--- config.mk ---
export PLATFORM = sky130hd
export DESIGN_NAME = fc_layer_engine
export DESIGN_NICKNAME = d
export VERILOG_FILES = /design/src/rtl/fc_layer_engine.sv
export SDC_FILE = /design/constraint.sdc
export NUM_CORES = 2
export LEC_CHECK = 0
export BUFFER_PORTS_ARGS = -buffer_cell sky130_fd_sc_hd__buf_2
export CAP_MARGIN = 20
export CORE_MARGIN = 1
export CORE_UTILIZATION = 45
export CTS_BUF_LIST = sky130_fd_sc_hd__clkbuf_2 sky130_fd_sc_hd__clkbuf_4 sky130_fd_sc_hd__clkbuf_8
export DETAILED_ROUTE_END_ITERATION = 12
export GPL_TIMING_DRIVEN = 0
export PLACE_DENSITY_LB_ADDON = 0.1
export SLEW_MARGIN = 20
export SYNTH_ARGS = -nofsm -noshare
export SYNTH_HDL_FRONTEND = slang
export SYNTH_SLANG_ARGS = --single-unit
export TNS_END_PERCENT = 100
--- constraint.sdc ---
create_clock -name clk -period 20 [get_ports clk]
set_input_delay 3 -clock clk [delete_from_list [all_inputs] [get_ports clk]]
set_output_delay 3 -clock clk [all_outputs]
set_load 0.1 [all_outputs]
--- src/rtl/fc_layer_engine.sv ---
// fc_layer_engine
// Fully-connected layer evaluator. It streams one activation vector against
// NCH parallel weight banks, keeps one signed accumulator per output neuron,
// then writes NCH post-processed results (shift, optional ReLU, saturate).
//
// Ports
//   clk, xrst            clock, asynchronous active-low reset
//   start                begin an evaluation (accepted in IDLE only)
//   len, shift, relu_en  vector length, right-shift amount, ReLU select (latched at start)
//   x_raddr / x_rdata    activation memory read port (data one cycle after address)
//   w_raddr / w_rdata    per-bank weight read ports, bank k in slice k
//   y_we/y_waddr/y_wdata result write port, one neuron per cycle
//   finish               one-cycle completion pulse
module fc_layer_engine #(
    parameter int NCH   = 16,
    parameter int DEPTH = 16,
    parameter int AW    = 4,
    parameter int DW    = 8,
    parameter int ACCW  = 2*DW+AW,
    localparam int NW   = (NCH > 1) ? $clog2(NCH) : 1
) (
    input  logic                  clk,
    input  logic                  xrst,
    input  logic                  start,
    input  logic [AW:0]           len,
    input  logic [4:0]            shift,
    input  logic                  relu_en,
    output logic [AW-1:0]         x_raddr,
    input  logic signed [DW-1:0]  x_rdata,
    output logic [NCH*AW-1:0]     w_raddr,
    input  logic [NCH*DW-1:0]     w_rdata,
    output logic                  y_we,
    output logic [NW-1:0]         y_waddr,
    output logic signed [DW-1:0]  y_wdata,
    output logic                  finish
);

    typedef enum logic [2:0] {IDLE, RUN, DRAIN, WRITE, DONE} state_t;

    localparam logic [AW:0]              DEPTH_L = (AW+1)'(DEPTH);
    localparam logic signed [ACCW-1:0]   Y_MAX   = ACCW'((2**(DW-1)) - 1);
    localparam logic signed [ACCW-1:0]   Y_MIN   = ACCW'(-(2**(DW-1)));

    state_t                   state_q, state_d;
    logic [AW:0]              len_q, len_d;
    logic [4:0]               shift_q, shift_d;
    logic                     relu_q, relu_d;
    logic [AW:0]              cnt_q, cnt_d;
    logic [AW-1:0]            addr_q, addr_d;
    logic                     rd_vld_q, rd_vld_d;
    logic signed [ACCW-1:0]   acc_q [NCH];
    logic signed [ACCW-1:0]   acc_d [NCH];
    logic signed [2*DW-1:0]   prod [NCH];
    logic                     y_we_q, y_we_d;
    logic [NW-1:0]            y_waddr_q, y_waddr_d;
    logic signed [DW-1:0]     y_wdata_q, y_wdata_d;
    logic                     finish_q, finish_d;
    logic [NW-1:0]            wnext;
    logic [AW:0]              len_clamped;

    // Floor shift, optional ReLU, then clamp into the DW-bit signed range.
    function automatic logic signed [DW-1:0] post_proc(
        input logic signed [ACCW-1:0] a,
        input logic [4:0]             sh,
        input logic                   relu
    );
        logic signed [ACCW-1:0] s;
        logic signed [DW-1:0]   r;
        s = a >>> sh;
        if (relu && (s < 0)) begin
            s = '0;
        end
        if (s > Y_MAX) begin
            r = DW'(Y_MAX);
        end else if (s < Y_MIN) begin
            r = DW'(Y_MIN);
        end else begin
            r = DW'(s);
        end
        return r;
    endfunction

    always_comb begin
        state_d   = state_q;
        len_d     = len_q;
        shift_d   = shift_q;
        relu_d    = relu_q;
        cnt_d     = cnt_q;
        addr_d    = '0;
        y_we_d    = 1'b0;
        y_waddr_d = '0;
        y_wdata_d = '0;
        finish_d  = 1'b0;
        wnext     = y_waddr_q + NW'(1);
        // Read data for an address issued in a RUN cycle is valid in the
        // following cycle, so accumulation trails RUN by one cycle.
        rd_vld_d  = (state_q == RUN);
        len_clamped = (len > DEPTH_L) ? DEPTH_L : len;

        for (int k = 0; k < NCH; k++) begin
            prod[k]  = (2*DW)'(x_rdata) * (2*DW)'($signed(w_rdata[k*DW +: DW]));
            acc_d[k] = rd_vld_q ? (acc_q[k] + ACCW'(prod[k])) : acc_q[k];
        end

        case (state_q)
            IDLE: begin
                if (start) begin
                    len_d   = len_clamped;
                    shift_d = shift;
                    relu_d  = relu_en;
                    for (int k = 0; k < NCH; k++) begin
                        acc_d[k] = '0;
                    end
                    if (len_clamped != '0) begin
                        state_d = RUN;
                        addr_d  = '0;
                        cnt_d   = (AW+1)'(1);
                    end else begin
                        state_d = DRAIN;
                    end
                end
            end
            RUN: begin
                // cnt_q counts addresses already issued.
                if (cnt_q == len_q) begin
                    state_d = DRAIN;
                end else begin
                    addr_d = cnt_q[AW-1:0];
                    cnt_d  = cnt_q + (AW+1)'(1);
                end
            end
            DRAIN: begin
                // The final accumulate lands on this same edge, so the first
                // result is taken from the next-state accumulator value.
                state_d   = WRITE;
                y_we_d    = 1'b1;
                y_waddr_d = '0;
                y_wdata_d = post_proc(acc_d[0], shift_q, relu_q);
            end
            WRITE: begin
                if (y_waddr_q == NW'(NCH-1)) begin
                    state_d  = DONE;
                    finish_d = 1'b1;
                end else begin
                    y_we_d    = 1'b1;
                    y_waddr_d = wnext;
                    y_wdata_d = post_proc(acc_d[wnext], shift_q, relu_q);
                end
            end
            DONE: begin
                state_d = IDLE;
            end
            default: begin
                state_d = IDLE;
            end
        endcase
    end

    always_ff @(posedge clk or negedge xrst) begin
        if (!xrst) begin
            state_q   <= IDLE;
            len_q     <= '0;
            shift_q   <= '0;
            relu_q    <= 1'b0;
            cnt_q     <= '0;
            addr_q    <= '0;
            rd_vld_q  <= 1'b0;
            y_we_q    <= 1'b0;
            y_waddr_q <= '0;
            y_wdata_q <= '0;
            finish_q  <= 1'b0;
            for (int k = 0; k < NCH; k++) begin
                acc_q[k] <= '0;
            end
        end else begin
            state_q   <= state_d;
            len_q     <= len_d;
            shift_q   <= shift_d;
            relu_q    <= relu_d;
            cnt_q     <= cnt_d;
            addr_q    <= addr_d;
            rd_vld_q  <= rd_vld_d;
            y_we_q    <= y_we_d;
            y_waddr_q <= y_waddr_d;
            y_wdata_q <= y_wdata_d;
            finish_q  <= finish_d;
            for (int k = 0; k < NCH; k++) begin
                acc_q[k] <= acc_d[k];
            end
        end
    end

    // Every bank reads the same index, so one address register feeds all.
    assign x_raddr = addr_q;
    assign w_raddr = {NCH{addr_q}};
    assign y_we    = y_we_q;
    assign y_waddr = y_waddr_q;
    assign y_wdata = y_wdata_q;
    assign finish  = finish_q;

endmodule

==> results <==
- For this run, design rule violations remaining after detail routing come to 0.
- The critical path contains buffers and inverters numbering 7 combined.
- The fraction of final layout cells sized beyond drive strength 1 is under 10%.
- In this run, post-CTS hold repair placed 0 buffers.
- The area of the mapped netlist is between 80,000 and 90,000 um2.
- The largest fanout on the critical path is 13.
- The total wirelength of the detailed-routed design is around 420,000 um.
- The clock latency of the later-clocked register in the worst-skew pair is ~0.89 ns.
- The via-per-instance ratio is slightly above 6.
- The endpoint identified for the worst register-to-register timing path is y_wdata[1].
- The primary flip-flop cell chosen by synthesis mapping is sky130_fd_sc_hd__dfrtp_1.
- The effective utilization at floorplan is between 40% and 50%.
- Synthesis inferred roughly 360 register bits.
- The number of nets with antenna violations after detailed routing is 0.
- Setup repair after global routing left no endpoint under its margin.
- The max-capacitance violation count is 0.
- The sort of element at the start of the critical path is an input pin.
- The gate count of the mapped netlist is 9,208.
- The number of antenna violations at the first check in global routing is 89.
- The count of port buffers added during placement is 207.
- The worst hold path terminates at len_q[0].
- For this run the aggregate overflow at the end of global routing stands at 0.
- The number of nets handed over by synthesis was approximately 12k.
- The count of cells along the worst hold path is 2.
- The worst hold path belongs to the class register to register.
- The slowest stage of the critical path belongs to the cell sky130_fd_sc_hd__a32oi_1.
- The max-slew violation count was 0.
- The die covers between 150,000 and 200,000 um2.
- Sorting the synthesized cells by area gives the leading types as sky130_fd_sc_hd__fa_1, sky130_fd_sc_hd__ha_1, sky130_fd_sc_hd__dfrtp_1.
- The first TritonRoute pass finished after 6 iterations.
- The number of enable flip-flop cells after synthesis is 0.
- Dividing the detail-routed wire length by the instance count gives approximately 35 um.
- The sequential fraction of the synthesis area is a little over a tenth.
- The startpoint identified for the worst hold timing path is len_q[0].
- The worst max-slew margin expressed relative to the limit is ~7.4%.
- The TritonCTS clock tree is built.
- During synthesis, Yosys emitted a total of 0 warnings.
- The gate family responsible for the most delay along the worst path is compound AO/OA/AOI/OAI gates.
- For the pin with the worst max-slew slack, the measured transition is 1.39 ns.
- The clock period could shrink to 13.65 ns.
- The width of the die is 430 um.
- In this run the standard cell core region covers between 150,000 and 200,000 um2.
- By instance count, the leading cell after synthesis is sky130_fd_sc_hd__inv_1.
- The depth of the worst register-to-register path is 18.
- The worst flop-to-flop path startpoint is rd_vld_q.
- After synthesis, the share of flip-flops with an asynchronous set or reset is 100%.
- In this run, the number of DRC markers left after iteration 0 of detailed routing was roughly 8.8k.
- Global routing used between 40% and 50% of the available tracks across all layers.
- Detailed routing inserted a total of roughly 74k vias.
- STA puts the critical path data required time at around 21 ns.
- Derived from the worst setup path, the maximum achievable clock frequency is 0.0733 GHz.
- The clock-pin slew reported for the worst setup and hold paths after clock tree synthesis is around 0.060 ns.
- Dividing the final minimum period by the clock period gives 68.2%.
- The synthesis-to-finish area growth is 10.2%.
- The final net count is 11.9k.
- The flow ran to the end, and the final reports show no timing, DRC or antenna violations.
- Adding up every negative setup slack in the final design gives 0 ns.
- The maximum number of buffers from clock root to sink is 3.
- The floorplan step set the die height to approximately 430 um.
- The clock skew after layout is approximately 0.052 ns.
- The post-synthesis average cell area is just under 9 um2.
- The final weighted congestion of routability-driven global placement is 1.07.
- For this run, the slowest stage of the critical path takes 1.04 ns.
- Clock tree synthesis inserted a total of between 80 and 90 buffers.
- The register-to-register path setup slack is 10.35 ns.
- The clock sink count is between 300 and 400.
- The largest total area in the synthesized netlist belongs to sky130_fd_sc_hd__fa_1.
- The most prevalent standard cell on the critical path is sky130_fd_sc_hd__fa_1.
- The number of setup violations in the final report is 0.
- The number of global-route vias before repair is approximately 70k.
- The arrival time at the worst endpoint is ~14 ns.
- The synthesized netlist contains between 100 and 150 unique library cells.
- The category of the worst setup path capture point is a register.
- The global-route wire length before repair is approximately 570,000 um.
- The detailed placement HPWL is 340,000 um.
- In this run the number of H-tree levels came out at 3.
- By count the netlist is led by sky130_fd_sc_hd__inv_1, sky130_fd_sc_hd__fa_1, sky130_fd_sc_hd__nand2_1.
- The total count of hold-check failures in the final report is 0.
- Entering global routing, the biggest net connects 82 pins.
- After synthesis, the largest area contributor takes up between 30% and 40% of total cell area.
- The critical path in this run is classified as input pin to register.
- The buffers inserted during post-CTS setup optimization is 0.
- The standard-cell row count is approximately 160.
- The root buffer cell is sky130_fd_sc_hd__clkbuf_8.
- The number of ports placed on the die boundary is about 230.
- The number of gates resized after cts is 0.
[kinds of logic after synthesis]
| logic type | after synthesis | share of synthesized area (%) |
|---|---|---|
| flip-flops | 358 | 10.9 |
| multiplexers | 319 | 5.13 |
| XOR/XNOR | 272 | 2.89 |
| AND/OR/NAND/NOR | 2469 | 14.1 |
| adder cells (fa/ha/maj) | 2146 | 45.4 |
| AO/OA/AOI/OAI | 1228 | 10.2 |
| buffers and inverters | 2416 | 11.4 |
[final cells by class]
class	count	area (um2)
Multi-Input combinational cell	6434	64200
Antenna cell	119	298
Fill cell	17571	90600
Inverter	1985	7450
Clock buffer	115	1460
Sequential cell	358	8960
Buffer	431	2130
Tap cell	2370	2970
Clock inverter	33	413
Timing Repair Buffer	293	2930
[how the worst max path moves through the flow]
| stage | start | slack, ns | depth (start not counted) | endpoint |
|---|---|---|---|---|
| finish | x_rdata[7] | 6.35 | 29 | y_wdata[1] |
| global route | x_rdata[7] | 6.69 | 28 | y_wdata[5] |
| CTS | x_rdata[7] | 7.00 | 29 | y_wdata[1] |
| detailed placement | x_rdata[7] | 6.13 | 29 | y_wdata[1] |
| global placement | x_rdata[7] | 3.38 | 25 | y_wdata[1] |
| floorplan | x_rdata[7] | 9.47 | 27 | y_wdata[1] |
[metal layers]
layer	vias up	share of wire, %	global-route usage, %
met1	37749	38	58.2
met3	1129	13	16.0
met2	4749	41	64.1
li1	30035	-	-
met5	-	0.11	0.859
met4	40	7.7	30.4
[layout by cell type (no fill, tap or decap), types with 192 or more instances in the layout]
| cell type | n |
|---|---|
| sky130_fd_sc_hd__a21oi_1 | 310 |
| sky130_fd_sc_hd__and2_1 | 393 |
| sky130_fd_sc_hd__buf_2 | 277 |
| sky130_fd_sc_hd__dfrtp_1 | 358 |
| sky130_fd_sc_hd__fa_1 | 1408 |
| sky130_fd_sc_hd__ha_1 | 738 |
| sky130_fd_sc_hd__inv_1 | 1982 |
| sky130_fd_sc_hd__mux2i_1 | 209 |
| sky130_fd_sc_hd__nand2_1 | 902 |
| sky130_fd_sc_hd__nor2_1 | 613 |
| sky130_fd_sc_hd__xnor2_1 | 192 |
[flip-flops by register name, summed over array words and instances, names as in the netlist]
signal,count
shift_q,5
x_raddr,4
finish,1
state_q,3
acc_q,320
y_we,1
rd_vld_q,1
len_q,5
y_wdata,8
y_waddr,4
relu_q,1
cnt_q,5
[worst register-to-register path, stage by stage, from the launching register on]
cell and delay [ns]:
sky130_fd_sc_hd__dfrtp_1 0.72, sky130_fd_sc_hd__buf_2 0.68, sky130_fd_sc_hd__buf_2 0.87, sky130_fd_sc_hd__buf_2 0.85, sky130_fd_sc_hd__buf_2 0.94, sky130_fd_sc_hd__buf_2 0.84
sky130_fd_sc_hd__buf_2 0.83, sky130_fd_sc_hd__mux2i_1 0.53, sky130_fd_sc_hd__mux2i_1 0.47, sky130_fd_sc_hd__a221oi_1 0.53, sky130_fd_sc_hd__o211ai_1 0.46, sky130_fd_sc_hd__nand2_1 0.19
sky130_fd_sc_hd__o211ai_1 0.16, sky130_fd_sc_hd__o21a_1 0.23, sky130_fd_sc_hd__a32o_1 0.21, sky130_fd_sc_hd__a211oi_1 0.21, sky130_fd_sc_hd__a41o_1 0.23, sky130_fd_sc_hd__nand2_1 0.16
sky130_fd_sc_hd__or3_1 0.44
[metrics by stage]
stage	util (%)	cells	instance area [um2]	hold slack, ns	worst slack, ns
2_1_floorplan	-	9208	82400	0.458	9.47
3_3_place_gp	47.6	11785	86400	0.482	3.38
3_5_place_dp	48.9	11871	88600	0.487	6.13
4_1_cts	49.9	12019	90500	0.502	7.00
5_1_grt	49.9	12040	90500	0.515	6.69
6_report	50.1	12138	90800	0.499	6.35
Power is left out: the tool's default activity adds up to more than one toggle a clock period on the data nets, which glitch-free logic cannot reach.
